--- src/rtl/rs_encode_pkg.sv ---
`default_nettype none
// ============================================================================
// Module      : rs_encode_pkg
// Description : Shared types and constants for the Reed-Solomon encoder
//               datapath blocks.
// Revision    : 1.0 - initial release
// ============================================================================
package rs_encode_pkg;

  // Width of one Reed-Solomon symbol.
  localparam int RS_WORD_W = 8;

  // Line packer states: gathering symbols, or offering a completed line.
  typedef enum logic {
    FILL = 1'b0,
    SEND = 1'b1
  } rs_line_out_state_e;

  // Counter width helper: a counter always has at least one bit.
  function automatic int clog2_min1(input int v);
    return (v > 1) ? $clog2(v) : 1;
  endfunction

endpackage
`default_nettype wire

--- src/rtl/rs_encode_line_out_datap_if.sv ---
`default_nettype none
// ============================================================================
// Module      : rs_encode_line_out_datap_if
// Description : Symbol-in / line-out handshake bundle of the RS line packer.
//               slave = packer view, master = encoder/sink view.
// Revision    : 1.0 - initial release
// ============================================================================
interface rs_encode_line_out_datap_if #(
  parameter int DATA_W = 512
);
  import rs_encode_pkg::*;

  logic                 encoder_out_data_val;
  logic [RS_WORD_W-1:0] encoder_out_data;
  logic                 out_encoder_data_rdy;
  logic                 out_dst_line_val;
  logic [DATA_W-1:0]    out_dst_line;
  logic                 out_dst_line_last;
  logic                 dst_out_line_rdy;

  modport slave (
    input  encoder_out_data_val,
    input  encoder_out_data,
    input  dst_out_line_rdy,
    output out_encoder_data_rdy,
    output out_dst_line_val,
    output out_dst_line,
    output out_dst_line_last
  );

  modport master (
    output encoder_out_data_val,
    output encoder_out_data,
    output dst_out_line_rdy,
    input  out_encoder_data_rdy,
    input  out_dst_line_val,
    input  out_dst_line,
    input  out_dst_line_last
  );

endinterface
`default_nettype wire

--- src/rtl/rs_encode_line_out_ctrl.sv ---
`default_nettype none
// ============================================================================
// Module      : rs_encode_line_out_ctrl
// Description : Two-state controller of the RS line packer. Owns both
//               handshakes and tells the datapath when to store a symbol,
//               clear the line and advance the line counter.
// Revision    : 1.0 - initial release
// ============================================================================
module rs_encode_line_out_ctrl
  import rs_encode_pkg::*;
(
  input  logic clk,
  input  logic rst,
  input  logic sym_val,         // encoder symbol valid
  input  logic line_rdy,        // downstream accepts line
  input  logic last_line_byte,  // current symbol completes the line
  output logic sym_rdy,
  output logic line_val,
  output logic init_state,      // return datapath to its block-start state
  output logic store_byte,      // write current symbol into the line
  output logic clear_line,      // line handed off, clear the buffer
  output logic incr_line        // line handed off, advance line counter
);

  rs_line_out_state_e r_state;
  logic               r_sym_rdy;
  logic               r_line_val;

  // Reset of the datapath is driven from here so one block owns reset policy.
  assign init_state = rst;
  assign store_byte = sym_val & r_sym_rdy;
  assign clear_line = r_line_val & line_rdy;
  assign incr_line  = clear_line;
  assign sym_rdy    = r_sym_rdy;
  assign line_val   = r_line_val;

  // FSM with registered handshake outputs: symbol ready in FILL, line valid in SEND.
  always_ff @(posedge clk) begin
    if (rst) begin
      r_state    <= FILL;
      r_sym_rdy  <= 1'b1;
      r_line_val <= 1'b0;
    end else begin
      case (r_state)
        FILL: begin
          if (store_byte && last_line_byte) begin
            r_state    <= SEND;
            r_sym_rdy  <= 1'b0;
            r_line_val <= 1'b1;
          end
        end
        SEND: begin
          if (line_rdy) begin
            r_state    <= FILL;
            r_sym_rdy  <= 1'b1;
            r_line_val <= 1'b0;
          end
        end
        default: begin
          r_state    <= FILL;
          r_sym_rdy  <= 1'b1;
          r_line_val <= 1'b0;
        end
      endcase
    end
  end

endmodule
`default_nettype wire

--- src/rtl/rs_encode_line_out_datap.sv ---
`default_nettype none
// ============================================================================
// Module      : rs_encode_line_out_datap
// Description : Output-side packer of the RS encoder. Packs symbols MSB-first
//               into DATA_W lines; the final line of each NUM_LINES block
//               carries LAST_LINE_BYTES symbols and is zero-padded.
// Revision    : 1.0 - initial release
// ============================================================================
module rs_encode_line_out_datap
  import rs_encode_pkg::*;
#(
  parameter int DATA_W          = 512,
  parameter int DATA_BYTES      = DATA_W / 8,
  parameter int DATA_BYTES_W    = clog2_min1(DATA_BYTES),
  parameter int NUM_LINES       = 4,
  parameter int NUM_LINES_W     = clog2_min1(NUM_LINES),
  parameter int LAST_LINE_BYTES = DATA_BYTES
) (
  input  logic                        clk,
  input  logic                        rst,
  rs_encode_line_out_datap_if.slave   bus
);

  localparam logic [NUM_LINES_W-1:0]  c_final_line = NUM_LINES_W'(NUM_LINES - 1);
  localparam logic [DATA_BYTES_W-1:0] c_full_off   = DATA_BYTES_W'(DATA_BYTES - 1);
  localparam logic [DATA_BYTES_W-1:0] c_short_off  = DATA_BYTES_W'(LAST_LINE_BYTES - 1);

  logic [DATA_BYTES_W-1:0] r_byte_offset;
  logic [NUM_LINES_W-1:0]  r_line_count;
  logic [DATA_W-1:0]       r_line;

  logic w_init_state;
  logic w_store_byte;
  logic w_clear_line;
  logic w_incr_line;
  logic w_last_line;
  logic w_last_line_byte;
  logic w_sym_rdy;
  logic w_line_val;

  rs_encode_line_out_ctrl u_ctrl (
    .clk            (clk),
    .rst            (rst),
    .sym_val        (bus.encoder_out_data_val),
    .line_rdy       (bus.dst_out_line_rdy),
    .last_line_byte (w_last_line_byte),
    .sym_rdy        (w_sym_rdy),
    .line_val       (w_line_val),
    .init_state     (w_init_state),
    .store_byte     (w_store_byte),
    .clear_line     (w_clear_line),
    .incr_line      (w_incr_line)
  );

  // The final line of a block ends early when LAST_LINE_BYTES < DATA_BYTES.
  assign w_last_line      = (r_line_count == c_final_line);
  assign w_last_line_byte = w_last_line ? (r_byte_offset == c_short_off)
                                        : (r_byte_offset == c_full_off);

  // Line value is only presented while valid, so idle outputs read as zero.
  assign bus.out_encoder_data_rdy = w_sym_rdy;
  assign bus.out_dst_line_val     = w_line_val;
  assign bus.out_dst_line         = w_line_val ? r_line : '0;
  assign bus.out_dst_line_last    = w_line_val & w_last_line;

  // Symbol position within the line; cleared explicitly at end of line.
  always_ff @(posedge clk) begin
    if (w_init_state) begin
      r_byte_offset <= '0;
    end else if (w_store_byte) begin
      r_byte_offset <= w_last_line_byte ? '0 : r_byte_offset + 1'b1;
    end
  end

  // Line index within the block; wraps to zero after the final line leaves.
  always_ff @(posedge clk) begin
    if (w_init_state) begin
      r_line_count <= '0;
    end else if (w_incr_line) begin
      r_line_count <= w_last_line ? '0 : r_line_count + 1'b1;
    end
  end

  // Line buffer: MSB-first lane write; clearing on handoff gives the zero pad.
  always_ff @(posedge clk) begin
    if (w_init_state || w_clear_line) begin
      r_line <= '0;
    end else if (w_store_byte) begin
      for (int i = 0; i < DATA_BYTES; i++) begin
        if (r_byte_offset == DATA_BYTES_W'(DATA_BYTES - 1 - i)) begin
          r_line[i*RS_WORD_W +: RS_WORD_W] <= bus.encoder_out_data;
        end
      end
    end
  end

endmodule
`default_nettype wire

--- src/flat_wrapper.sv ---
// flat-port wrapper written by rule: the top's interface ports become plain ports
module rs_encode_line_out_datap_flat import rs_encode_pkg::*;
#(
  parameter int DATA_W          = 512,
  parameter int DATA_BYTES      = DATA_W / 8,
  parameter int DATA_BYTES_W    = clog2_min1(DATA_BYTES),
  parameter int NUM_LINES       = 4,
  parameter int NUM_LINES_W     = clog2_min1(NUM_LINES),
  parameter int LAST_LINE_BYTES = DATA_BYTES
)
  (clk, rst, bus_encoder_out_data_val, bus_encoder_out_data, bus_dst_out_line_rdy, bus_out_encoder_data_rdy, bus_out_dst_line_val, bus_out_dst_line, bus_out_dst_line_last);
  rs_encode_line_out_datap_if #(.DATA_W(DATA_W)) bus_i ();
  input  logic clk;
  input  logic rst;
  input wire logic [$bits(bus_i.encoder_out_data_val)-1:0] bus_encoder_out_data_val;
  input wire logic [$bits(bus_i.encoder_out_data)-1:0] bus_encoder_out_data;
  input wire logic [$bits(bus_i.dst_out_line_rdy)-1:0] bus_dst_out_line_rdy;
  output wire logic [$bits(bus_i.out_encoder_data_rdy)-1:0] bus_out_encoder_data_rdy;
  output wire logic [$bits(bus_i.out_dst_line_val)-1:0] bus_out_dst_line_val;
  output wire logic [$bits(bus_i.out_dst_line)-1:0] bus_out_dst_line;
  output wire logic [$bits(bus_i.out_dst_line_last)-1:0] bus_out_dst_line_last;
  assign bus_i.encoder_out_data_val = bus_encoder_out_data_val;
  assign bus_i.encoder_out_data = bus_encoder_out_data;
  assign bus_i.dst_out_line_rdy = bus_dst_out_line_rdy;
  assign bus_out_encoder_data_rdy = bus_i.out_encoder_data_rdy;
  assign bus_out_dst_line_val = bus_i.out_dst_line_val;
  assign bus_out_dst_line = bus_i.out_dst_line;
  assign bus_out_dst_line_last = bus_i.out_dst_line_last;
  rs_encode_line_out_datap #(.DATA_W(DATA_W), .DATA_BYTES(DATA_BYTES), .DATA_BYTES_W(DATA_BYTES_W), .NUM_LINES(NUM_LINES), .NUM_LINES_W(NUM_LINES_W), .LAST_LINE_BYTES(LAST_LINE_BYTES)) u_core (.clk(clk), .rst(rst), .bus(bus_i));
endmodule
--- config.mk ---
export PLATFORM = sky130hd
export DESIGN_NAME = rs_encode_line_out_datap_flat
export DESIGN_NICKNAME = d
export VERILOG_FILES = /design/src/rtl/rs_encode_pkg.sv /design/src/rtl/rs_encode_line_out_datap_if.sv /design/src/rtl/rs_encode_line_out_ctrl.sv /design/src/rtl/rs_encode_line_out_datap.sv /design/src/flat_wrapper.sv
export SDC_FILE = /design/constraint.sdc
export NUM_CORES = 1
export LEC_CHECK = 0
export BUFFER_PORTS_ARGS = -buffer_cell sky130_fd_sc_hd__buf_2
export CAP_MARGIN = 20
export CORE_MARGIN = 3
export CORE_UTILIZATION = 42
export DETAILED_ROUTE_END_ITERATION = 10
export SLEW_MARGIN = 25
export SYNTH_ARGS = -nofsm -noshare
export SYNTH_HDL_FRONTEND = slang
export SYNTH_SLANG_ARGS = --single-unit
--- constraint.sdc ---
create_clock -name clk -period 1.9 [get_ports clk]
set_input_delay 0.285 -clock clk [delete_from_list [all_inputs] [get_ports clk]]
set_output_delay 0.285 -clock clk [all_outputs]
set_load 0.005 [all_outputs]
==> results_dict.tcl, run 1 <==
set metrics [dict create \
    status "finished with violations" \
    violations "negative setup slack" \
    cts_tree "yes" \
    ioPinCount 527 \
    maxCapViolCount 0 \
    mostFrequentLayoutCells "dfxtp_1, nand2_1, mux2i_1" \
    ys_seq_elements 523 \
    clockRootBuffer "clkbuf_16" \
    grtUsageTotal 0.2538 \
    nFillCells 4304 \
    rsz0062_at_grt "yes" \
    worstMarginPinSlew_ns 0.4766 \
    crit_start "u_core.u_ctrl.line_val" \
    htree_levels 2 \
    syn2layout_area_growth_pct 45.53 \
    end_kind "primary output" \
    p_per_area_mw_per_mm2 735.8 \
    final-setup-viol-count 675 \
    synth.net_count 2405 \
    hold_slack_ns 0.06160 \
    ys_warn_count 0 \
    synth_top_family_by_area "simple AND/OR/NAND/NOR gates" \
    dr_total_vias 19150 \
    drcViolationCount 0 \
    yosys.area_share.adder 0.002789 \
    required_ns 1.62 \
    antenna_found_initial 2 \
    min_from "bus_encoder_out_data[7]" \
    clk_latency_ns 0.61 \
    cp_slowest_cell "dfxtp_4" \
    die-area_sq_mm 0.05622 \
    clock.fmax_mhz 481.6 \
    place_congestion 0.8156 \
    grt-ovfl-total 0 \
    layout_commonest_cell "dfxtp_1" \
    critPathMostFrequentCell "clkbuf_16" \
    synth_xor_area_frac 0.0007809 \
    grt_pass1_vias 18040 \
    worst_hold_path_type "in -> reg" \
    ant_nets 0 \
    fp-row-count 84 \
    cp-start-kind "register" \
    synth_cell_types 34 \
    hpwl_mm 50.37 \
    relSlewSlack 0.6823 \
    wl_per_cell_um 23.38 \
    clockBufferDepth 3 \
    crit_type "reg -> out" \
    core_sq_mm 0.05266 \
    die_h_um 237.1 \
    leakagePower_nw 17.22 \
    start_util 0.4260 \
    vdd_drop_max_v 0.0006510 \
    avgSynthCellArea_sq_um 9.393 \
    synthMuxAreaShare 0.2253 \
    worstPathMaxFanout 15 \
    synth_compound_area_frac 0.007697 \
    die_x_um 237.1 \
    viasPerCell 5.210 \
    netlist_instances 2388 \
    drt-total-wl_mm 85.90 \
    fin_util 0.6200 \
    drive_above_1_share 0.4032 \
    first_pass_iters 5 \
    clock_sinks 523 \
    netlist_area_sq_mm 0.02243 \
    finalPower_mw 24.02 \
    place_area_sq_mm 0.02601 \
    synth-simple-area-share 0.2613 \
    path_clk_slew_ns 0.06 \
    final_cell_area_sq_mm 0.03264 \
    finalWorstPathRequiredPeriod_ns 2.076 \
    finalHoldViolations 0 \
    ys_seq_area_frac 0.4668 \
    critPathMaxStageDelay_ns 0.39 \
    numPortBuffers 526 \
    path_cells "buf_8 > clkbuf_16 > clkbuf_16 > and2_1 > buf_2" \
    setup_tns_ns -53.21 \
    grt_pass1_wl_mm 111.5 \
    finClkSkew_ns 0.02577 \
    numCtsBuffers 55 \
    drv_slew 0 \
    period_share 1.093 \
    grt_max_degree 97 \
    first_iter_violations 1213 \
    worst_slack_ns -0.1763 \
    cp_data_arrival_time_ns 1.79 \
    r2r-start "u_core.u_ctrl.line_val" \
    nets 2957 \
]
-- power by group --
| group | leakage [nW] | internal (mW) | switching (mW) |
|---|---|---|---|
| sequential | 4.21 | 11.0 | 0.0243 |
| combinational | 12.0 | 0.274 | 0.634 |
| clock | 1.01 | 7.41 | 4.68 |
| total | 17.2 | 18.7 | 5.34 |
-- cells by family after synthesis --
group	after synthesis
xor gates and xnor gates	2
muxes	505
and+or+nand+nor	1133
AOI/OAI and AO/OA	28
buffers and inverters	192
adders and majority gates	5
DFF	523
-- area by class of cell --
class | count | area, sq um | area share
multi-input combinational | 1673 | 12080 | 0.3700
clock inverter | 27 | 435.4 | 0.01334
tap | 688 | 860.8 | 0.02637
inverter | 2 | 7.507 | 0.0002300
antenna | 1 | 2.502 | 0.00007666
timing repair buffer | 685 | 7176 | 0.2198
sequential | 523 | 10480 | 0.3209
clock buffer | 76 | 1607 | 0.04921
-- repair_timing --
item / in CTS / in global routing
cloned: 1 / 67
endpoints found under the setup margin: 504 / 681
endpoints found under the hold margin: 1 / 0
hold buffers: 1 / 0
pin swaps: 2 / 2
buffers inserted: 4 / 21
resized for setup: 22 / 697
-- registers in the layout (all words and copies together), names as in the netlist --
name                    count
u_core.u_ctrl.r_state       1
u_core.r_line             512
u_core.u_ctrl.line_val      1
u_core.r_line_count         2
u_core.r_byte_offset        6
u_core.u_ctrl.sym_rdy       1
-- cell usage after synthesis (all sizes together) --
cell type    n  share of area
a211oi       1        0.00033
and4b        2        0.00089
and3         4         0.0011
ha           5         0.0028
and4         2        0.00078
nand2      582           0.11
o21ai       11         0.0025
and2       513           0.14
o211ai       8         0.0027
mux2i      505           0.23
nor3b        5         0.0026
nor2         4        0.00067
xor2         1        0.00039
nor3         1        0.00022
inv          2        0.00033
and3b        8         0.0031
dfxtp      523           0.47
or3          3        0.00084
and4bb       1        0.00056
nand4        1        0.00056
buf         43          0.010
a21oi        6         0.0015
nand3        5         0.0011
clkbuf     147          0.025
nand2b       2        0.00056
xnor2        1        0.00039
a41oi        1        0.00039
a21o         1        0.00033
-- final timing paths --
path | end | slack, ns | cells past startpoint
worst max register to register | u_core.r_line[189] | -0.08 | 9
worst min register to register | u_core.r_line[155] | 0.46 | 2
worst min-delay path | u_core.r_line[167] | 0.06 | 3
worst max-delay path | bus_out_dst_line[227] | -0.18 | 5
-- through the flow --
step           cells  setup WS (ns)
2_1_floorplan   2388         0.4183
3_3_place_gp    3477         0.1106
3_5_place_dp    3477        0.03538
4_1_cts         3586        -0.2315
5_1_grt         3675        -0.2389
6_report        3675        -0.1763
-- critical path, delay by kind of cell, from the launching register on --
| kind | cells | cell delay (ns) |
|---|---|---|
| and+or+nand+nor | 1 | 0.15 |
| buffers and inverters | 4 | 0.63 |
| DFF | 1 | 0.39 |
-- routing by layer --
metal / vias to the layer above / routed length, um / GRT usage
met1: 9557 / 37720 / 0.3440
met2: 679 / 41000 / 0.4173
met3: 97 / 5520 / 0.05556
met5: - / 0 / 0
met4: 0 / 1666 / 0.05351
li1: 8813 / - / -
(Power assumes the default switching activity.)
==> inputs of run 2 (changes only) <==
--- a/config.mk
+++ b/config.mk
@@ -7,9 +7,12 @@
 export LEC_CHECK = 0
 export BUFFER_PORTS_ARGS = -buffer_cell sky130_fd_sc_hd__buf_2
 export CAP_MARGIN = 20
+export CELL_PAD_IN_SITES_DETAIL_PLACEMENT = 1
+export CELL_PAD_IN_SITES_GLOBAL_PLACEMENT = 1
 export CORE_MARGIN = 3
-export CORE_UTILIZATION = 42
+export CORE_UTILIZATION = 41
 export DETAILED_ROUTE_END_ITERATION = 10
+export PLACE_DENSITY_LB_ADDON = 0.1
 export SLEW_MARGIN = 25
 export SYNTH_ARGS = -nofsm -noshare
 export SYNTH_HDL_FRONTEND = slang
==> run 2 against run 1 <==
  * The flow still finishes with violations (negative setup slack)
  * Highest routed layer is now met5
  * Final area is 5.2% lower
  * Critical path type is now reg -> reg
  * Worst hold slack better by 0.011 ns
  * Sequential cell count stayed put
==> results_dict.tcl, run 2 (synthesis results as in run 1) <==
set metrics [dict create \
    status "finished with violations" \
    violations "negative setup slack" \
    fp-row-count 85 \
    worst_hold_path_type "in -> reg" \
    top_register "u_core.r_line" \
    final-setup-viol-count 947 \
    maxCapViolCount 0 \
    crit_type "reg -> reg" \
    required_ns 2.42 \
    clockRootBuffer "clkbuf_16" \
    worstPathMaxFanout 51 \
    die_x_um 239.9 \
    htree_levels 2 \
    core_sq_mm 0.05403 \
    first_pass_iters 5 \
    drcViolationCount 0 \
    ant_nets 0 \
    period_share 1.099 \
    nFillCells 6005 \
    start_util 0.4152 \
    finalWorstPathRequiredPeriod_ns 2.089 \
    pre_cts_slack_ns -0.08768 \
    end_kind "register" \
    dr_total_vias 19270 \
    vdd_drop_max_v 0.0006670 \
    rsz0062_at_grt "yes" \
    syn2layout_area_growth_pct 38.02 \
    nets 2965 \
    largestRegisters "u_core.r_line x512, u_core.r_byte_offset x6, u_core.r_line_count x2" \
    numPortBuffers 526 \
    drv_slew 0 \
    clock_sinks 523 \
    finalHoldViolations 0 \
    layout_commonest_cell "dfxtp_1" \
    wl_per_cell_um 25.41 \
    die-area_sq_mm 0.05755 \
    clock.fmax_mhz 478.7 \
    cts_tree "yes" \
    first_iter_violations 1089 \
    place_congestion 0.8164 \
    relSlewSlack 0.6121 \
    viasPerCell 5.224 \
    grt_pass1_vias 19580 \
    fin_util 0.5730 \
    clockBufferDepth 3 \
    hpwl_mm 55.87 \
    mostFrequentLayoutCells "dfxtp_1, nand2_1, mux2i_1" \
    grtUsageTotal 0.2780 \
    finClkSkew_ns 0.01715 \
    grt-ovfl-total 0 \
    cp_data_arrival_time_ns 2.61 \
    die_h_um 239.9 \
    grt_pass1_wl_mm 122.0 \
    leakagePower_nw 16.88 \
    ioPinCount 527 \
    numCtsBuffers 56 \
    antenna_found_initial 6 \
    drive_above_1_share 0.3399 \
    grt_max_degree 84 \
    drt-total-wl_mm 93.72 \
    cp-start-kind "register" \
    p_per_area_mw_per_mm2 747.7 \
    clk_latency_ns 0.61 \
    worst_slack_ns -0.1888 \
    worstMarginPinSlew_ns 0.5819 \
    largest_register_ffs 512 \
    setup_tns_ns -89.40 \
    path_clk_slew_ns 0.06 \
]
run 2: changes by cell type in the layout (fill, tap and decap cells not counted), sizes merged, moves of 2 or more:
| cell | delta |
|---|---|
| nand2 | +2 |
| clkinv | -2 |
| bufinv | -10 |
| clkbuf | +7 |
| diode | +3 |
| buf | +6 |
run 2: path summary, 6_finish.rpt:
path	startpoint	to	slack, ns	depth (start not counted)
setup reg to reg	u_core.u_ctrl.line_val	u_core.r_line[365]	-0.19	10
hold reg to reg	u_core.r_line[374]	u_core.r_line[374]	0.46	2
setup / recovery	u_core.u_ctrl.line_val	u_core.r_line[365]	-0.19	10
hold / removal	bus_encoder_out_data_val	u_core.r_byte_offset[1]	0.07	3
run 2: critical path: stages, from the launching register on:
cell,delay (ns)
dfxtp_4,0.37
buf_8,0.15
buf_6,0.14
buf_4,0.14
a21oi_4,0.22
buf_6,0.14
clkbuf_16,0.16
buf_4,0.13
buf_12,0.23
nand2_1,0.11
mux2i_1,0.20
run 2: final cells by class:
type,instances,area (sq um),share of cell area
clock buffers,84,1699,0.05488
diodes,4,10.01,0.0003233
inverters,2,7.507,0.0002425
flip-flops and latches,523,10480,0.3383
repair buffers,690,6076,0.1962
well taps,696,870.8,0.02813
multi-input cells,1675,11710,0.3783
clock inverters,15,110.1,0.003556
run 2: stage by stage:
step	area [sq um]	hold WS, ns	total power [mW]	std cells
floorplan	22430	0.3635	11.68	2388
global placement	26120	0.4403	12.09	3485
detailed placement	26120	0.4486	12.10	3485
CTS	28340	0.02763	22.91	3600
global route	30950	0.07135	23.79	3685
finish	30960	0.07247	23.15	3689
run 2: where the power goes:
part           leakage (nW)  internal, mW  switching, mW
combinational          11.8         0.449          0.757
clock                 0.902          6.27           4.65
sequential             4.21          11.0         0.0243
run 2: metal layers:
metal,track usage,share of wire,vias up
met4,0.09071,0.026,6
met1,0.3505,0.43,9738
met3,0.06171,0.061,137
li1,-,-,8836
met5,0,0.00043,-
met2,0.4734,0.48,555
run 2: repair_timing:
action | 4_1_cts | 5_1_grt
pin swaps | 1 | 5
hold buffers | 2 | 0
buffers inserted | 7 | 32
endpoints found under the setup margin | 579 | 908
hold endpoints to repair | 2 | 0
gates resized for setup | 37 | 309
cloned | 7 | 55
==> inputs of run 3 (changes only) <==
--- a/config.mk
+++ b/config.mk
@@ -9,7 +9,6 @@
 export CAP_MARGIN = 20
 export CELL_PAD_IN_SITES_DETAIL_PLACEMENT = 1
 export CELL_PAD_IN_SITES_GLOBAL_PLACEMENT = 1
-export CORE_MARGIN = 3
 export CORE_UTILIZATION = 41
 export DETAILED_ROUTE_END_ITERATION = 10
 export PLACE_DENSITY_LB_ADDON = 0.1
==> run 3 against run 2 <==
  * The flow still finishes with violations (negative setup slack)
  * Sequential power about the same
  * Final area down 7.1%
  * First-iteration DRC count down 24%
  * Clock power about the same
  * Worst setup slack better by 0.0091 ns
  * Sequential share of layout area up 2.6 points
  * Count of clock-buffer cells in the layout up 6
  * Largest power group is now clock
  * Highest routed layer unchanged
==> results_dict.tcl, run 3 (synthesis results as in run 1) <==
set metrics [dict create \
    clock.fmax_mhz 480.8 \
    power.internal_mw 17.82 \
    instances_no_fill 3606 \
    die_h_um 235.9 \
    seq_power_share 0.478 \
    grt-ovfl-total 0 \
    clockPowerShare 0.487 \
    layout_commonest_cell "dfxtp_1" \
    ioPinCount 527 \
    finClkSkew_ns 0.01916 \
    clock_sinks 523 \
    violations "negative setup slack" \
    largest_register_ffs 512 \
    period_share 1.095 \
    cts_tree "yes" \
    switching_share 0.2269 \
    numPortBuffers 526 \
    core_sq_mm 0.05392 \
    clockBufferDepth 3 \
    drcViolationCount 0 \
    grt_pass1_vias 19590 \
    viasPerCell 5.137 \
    p_switching_mw 5.230 \
    wl_per_cell_um 23.64 \
    grtUsageTotal 0.2939 \
    cp_data_arrival_time_ns 1.79 \
    numCtsBuffers 57 \
    status "finished with violations" \
    vdd_drop_max_v 0.0007013 \
    worst_hold_path_type "in -> reg" \
    relSlewSlack 0.6130 \
    top_register "u_core.r_line" \
    die-area_sq_mm 0.05565 \
    p_per_area_mw_per_mm2 801.8 \
    clk_latency_ns 0.61 \
    worstMarginPinSlew_ns 0.5805 \
    drv_slew 0 \
    nets 2884 \
    syn2layout_area_growth_pct 28.16 \
    ant_nets 0 \
    worst_slack_ns -0.1797 \
    rsz0062_at_grt "yes" \
    hpwl_mm 53.13 \
    crit_type "reg -> out" \
    pre_cts_slack_ns -0.1455 \
    cp-start-kind "register" \
    worstPathMaxFanout 13 \
    htree_levels 2 \
    required_ns 1.62 \
    grt_pass1_wl_mm 124.3 \
    start_util 0.4160 \
    fp-row-count 85 \
    first_pass_iters 4 \
    clockRootBuffer "clkbuf_16" \
    pwr-share-comb 0.035 \
    die_x_um 235.9 \
    largestRegisters "u_core.r_line x512, u_core.r_byte_offset x6, u_core.r_line_count x2" \
    drive_above_1_share 0.2854 \
    antenna_found_initial 5 \
    first_iter_violations 825 \
    path_clk_slew_ns 0.07 \
    leakagePower_nw 15.97 \
    place_congestion 0.8118 \
    nFillCells 6171 \
    fin_util 0.5332 \
    grt_max_degree 80 \
    finalHoldViolations 0 \
    drt-total-wl_mm 85.23 \
    finalWorstPathRequiredPeriod_ns 2.080 \
    dr_total_vias 18520 \
    end_kind "primary output" \
    mostFrequentLayoutCells "dfxtp_1, nand2_1, mux2i_1" \
    maxCapViolCount 0 \
    place_inst 3472 \
    final-setup-viol-count 529 \
]
==> run 3: cell types whose count changed in the layout (fill, tap and decap cells not counted), sizes merged, moves of 2 or more <==
cell    previous run  this run
clkbuf           124        96
nand2            584       582
clkinv            11         8
buf              648       603
inv                4         2
diode              4         2
==> run 3: critical path, stage by stage (launching register included) <==
cell and delay [ns]:
dfxtp_4 0.44, buf_12 0.16, buf_12 0.14, clkbuf_16 0.17, and2_1 0.12, buf_2 0.14
==> run 3: metal layers <==
| metal | track usage | up-vias | part of all wire |
|---|---|---|---|
| met1 | 0.3656 | 9329 | 0.44 |
| met3 | 0.06870 | 110 | 0.056 |
| met2 | 0.5078 | 439 | 0.48 |
| met5 | 0 | - | 0.00015 |
| met4 | 0.07605 | 2 | 0.023 |
| li1 | - | 8644 | - |
==> run 3: per-stage QoR <==
stage | hold slack (ns) | setup TNS, ns | total power, mW | area [sq um]
final | 0.05742 | -51.94 | 23.05 | 28750
after global routing | 0.05727 | -86.28 | 23.71 | 28750
after CTS | 0.02607 | -86.62 | 23.22 | 28520
after detailed placement | 0.4479 | -4.073 | 12.05 | 25840
after global placement | 0.4407 | -0.1873 | 12.04 | 25840
after floorplan | 0.3635 | 0 | 11.68 | 22430
==> run 3: area by class of cell <==
class | count | area, sq um | area share
Antenna cell | 2 | 5.005 | 0.0001741
Clock buffer | 90 | 1780 | 0.06193
Clock inverter | 10 | 100.1 | 0.003482
Inverter | 2 | 7.507 | 0.0002611
Multi-Input combinational cell | 1673 | 11340 | 0.3945
Sequential cell | 523 | 10480 | 0.3644
Tap cell | 696 | 870.8 | 0.03029
Timing Repair Buffer | 610 | 4167 | 0.1449
==> run 3: final timing paths <==
path,slack [ns],startpoint,end,cells after the start
min reg2reg,0.45,u_core.r_line[509],u_core.r_line[509],2
min,0.06,bus_encoder_out_data_val,u_core.r_byte_offset[1],3
max reg2reg,-0.02,u_core.r_byte_offset[1],u_core.r_line[414],6
max,-0.18,u_core.u_ctrl.line_val,bus_out_dst_line[195],5
==> run 3: repair_timing <==
action,CTS,global route
endpoints found under the hold margin,1,0
gates resized for setup,60,56
buffers inserted,11,3
endpoints found under the setup margin,559,841
pin swaps,6,7
hold buffers,1,0
gates cloned,16,6
==> run 3: power by group through the flow <==
stage	sequential [mW]	clock, mW	combinational (mW)
finish	11.0	11.2	0.804
global route	11.0	11.9	0.843
CTS	11.0	11.4	0.794
detailed placement	11.3	0	0.789
global placement	11.3	0	0.783
floorplan	11.3	0	0.422
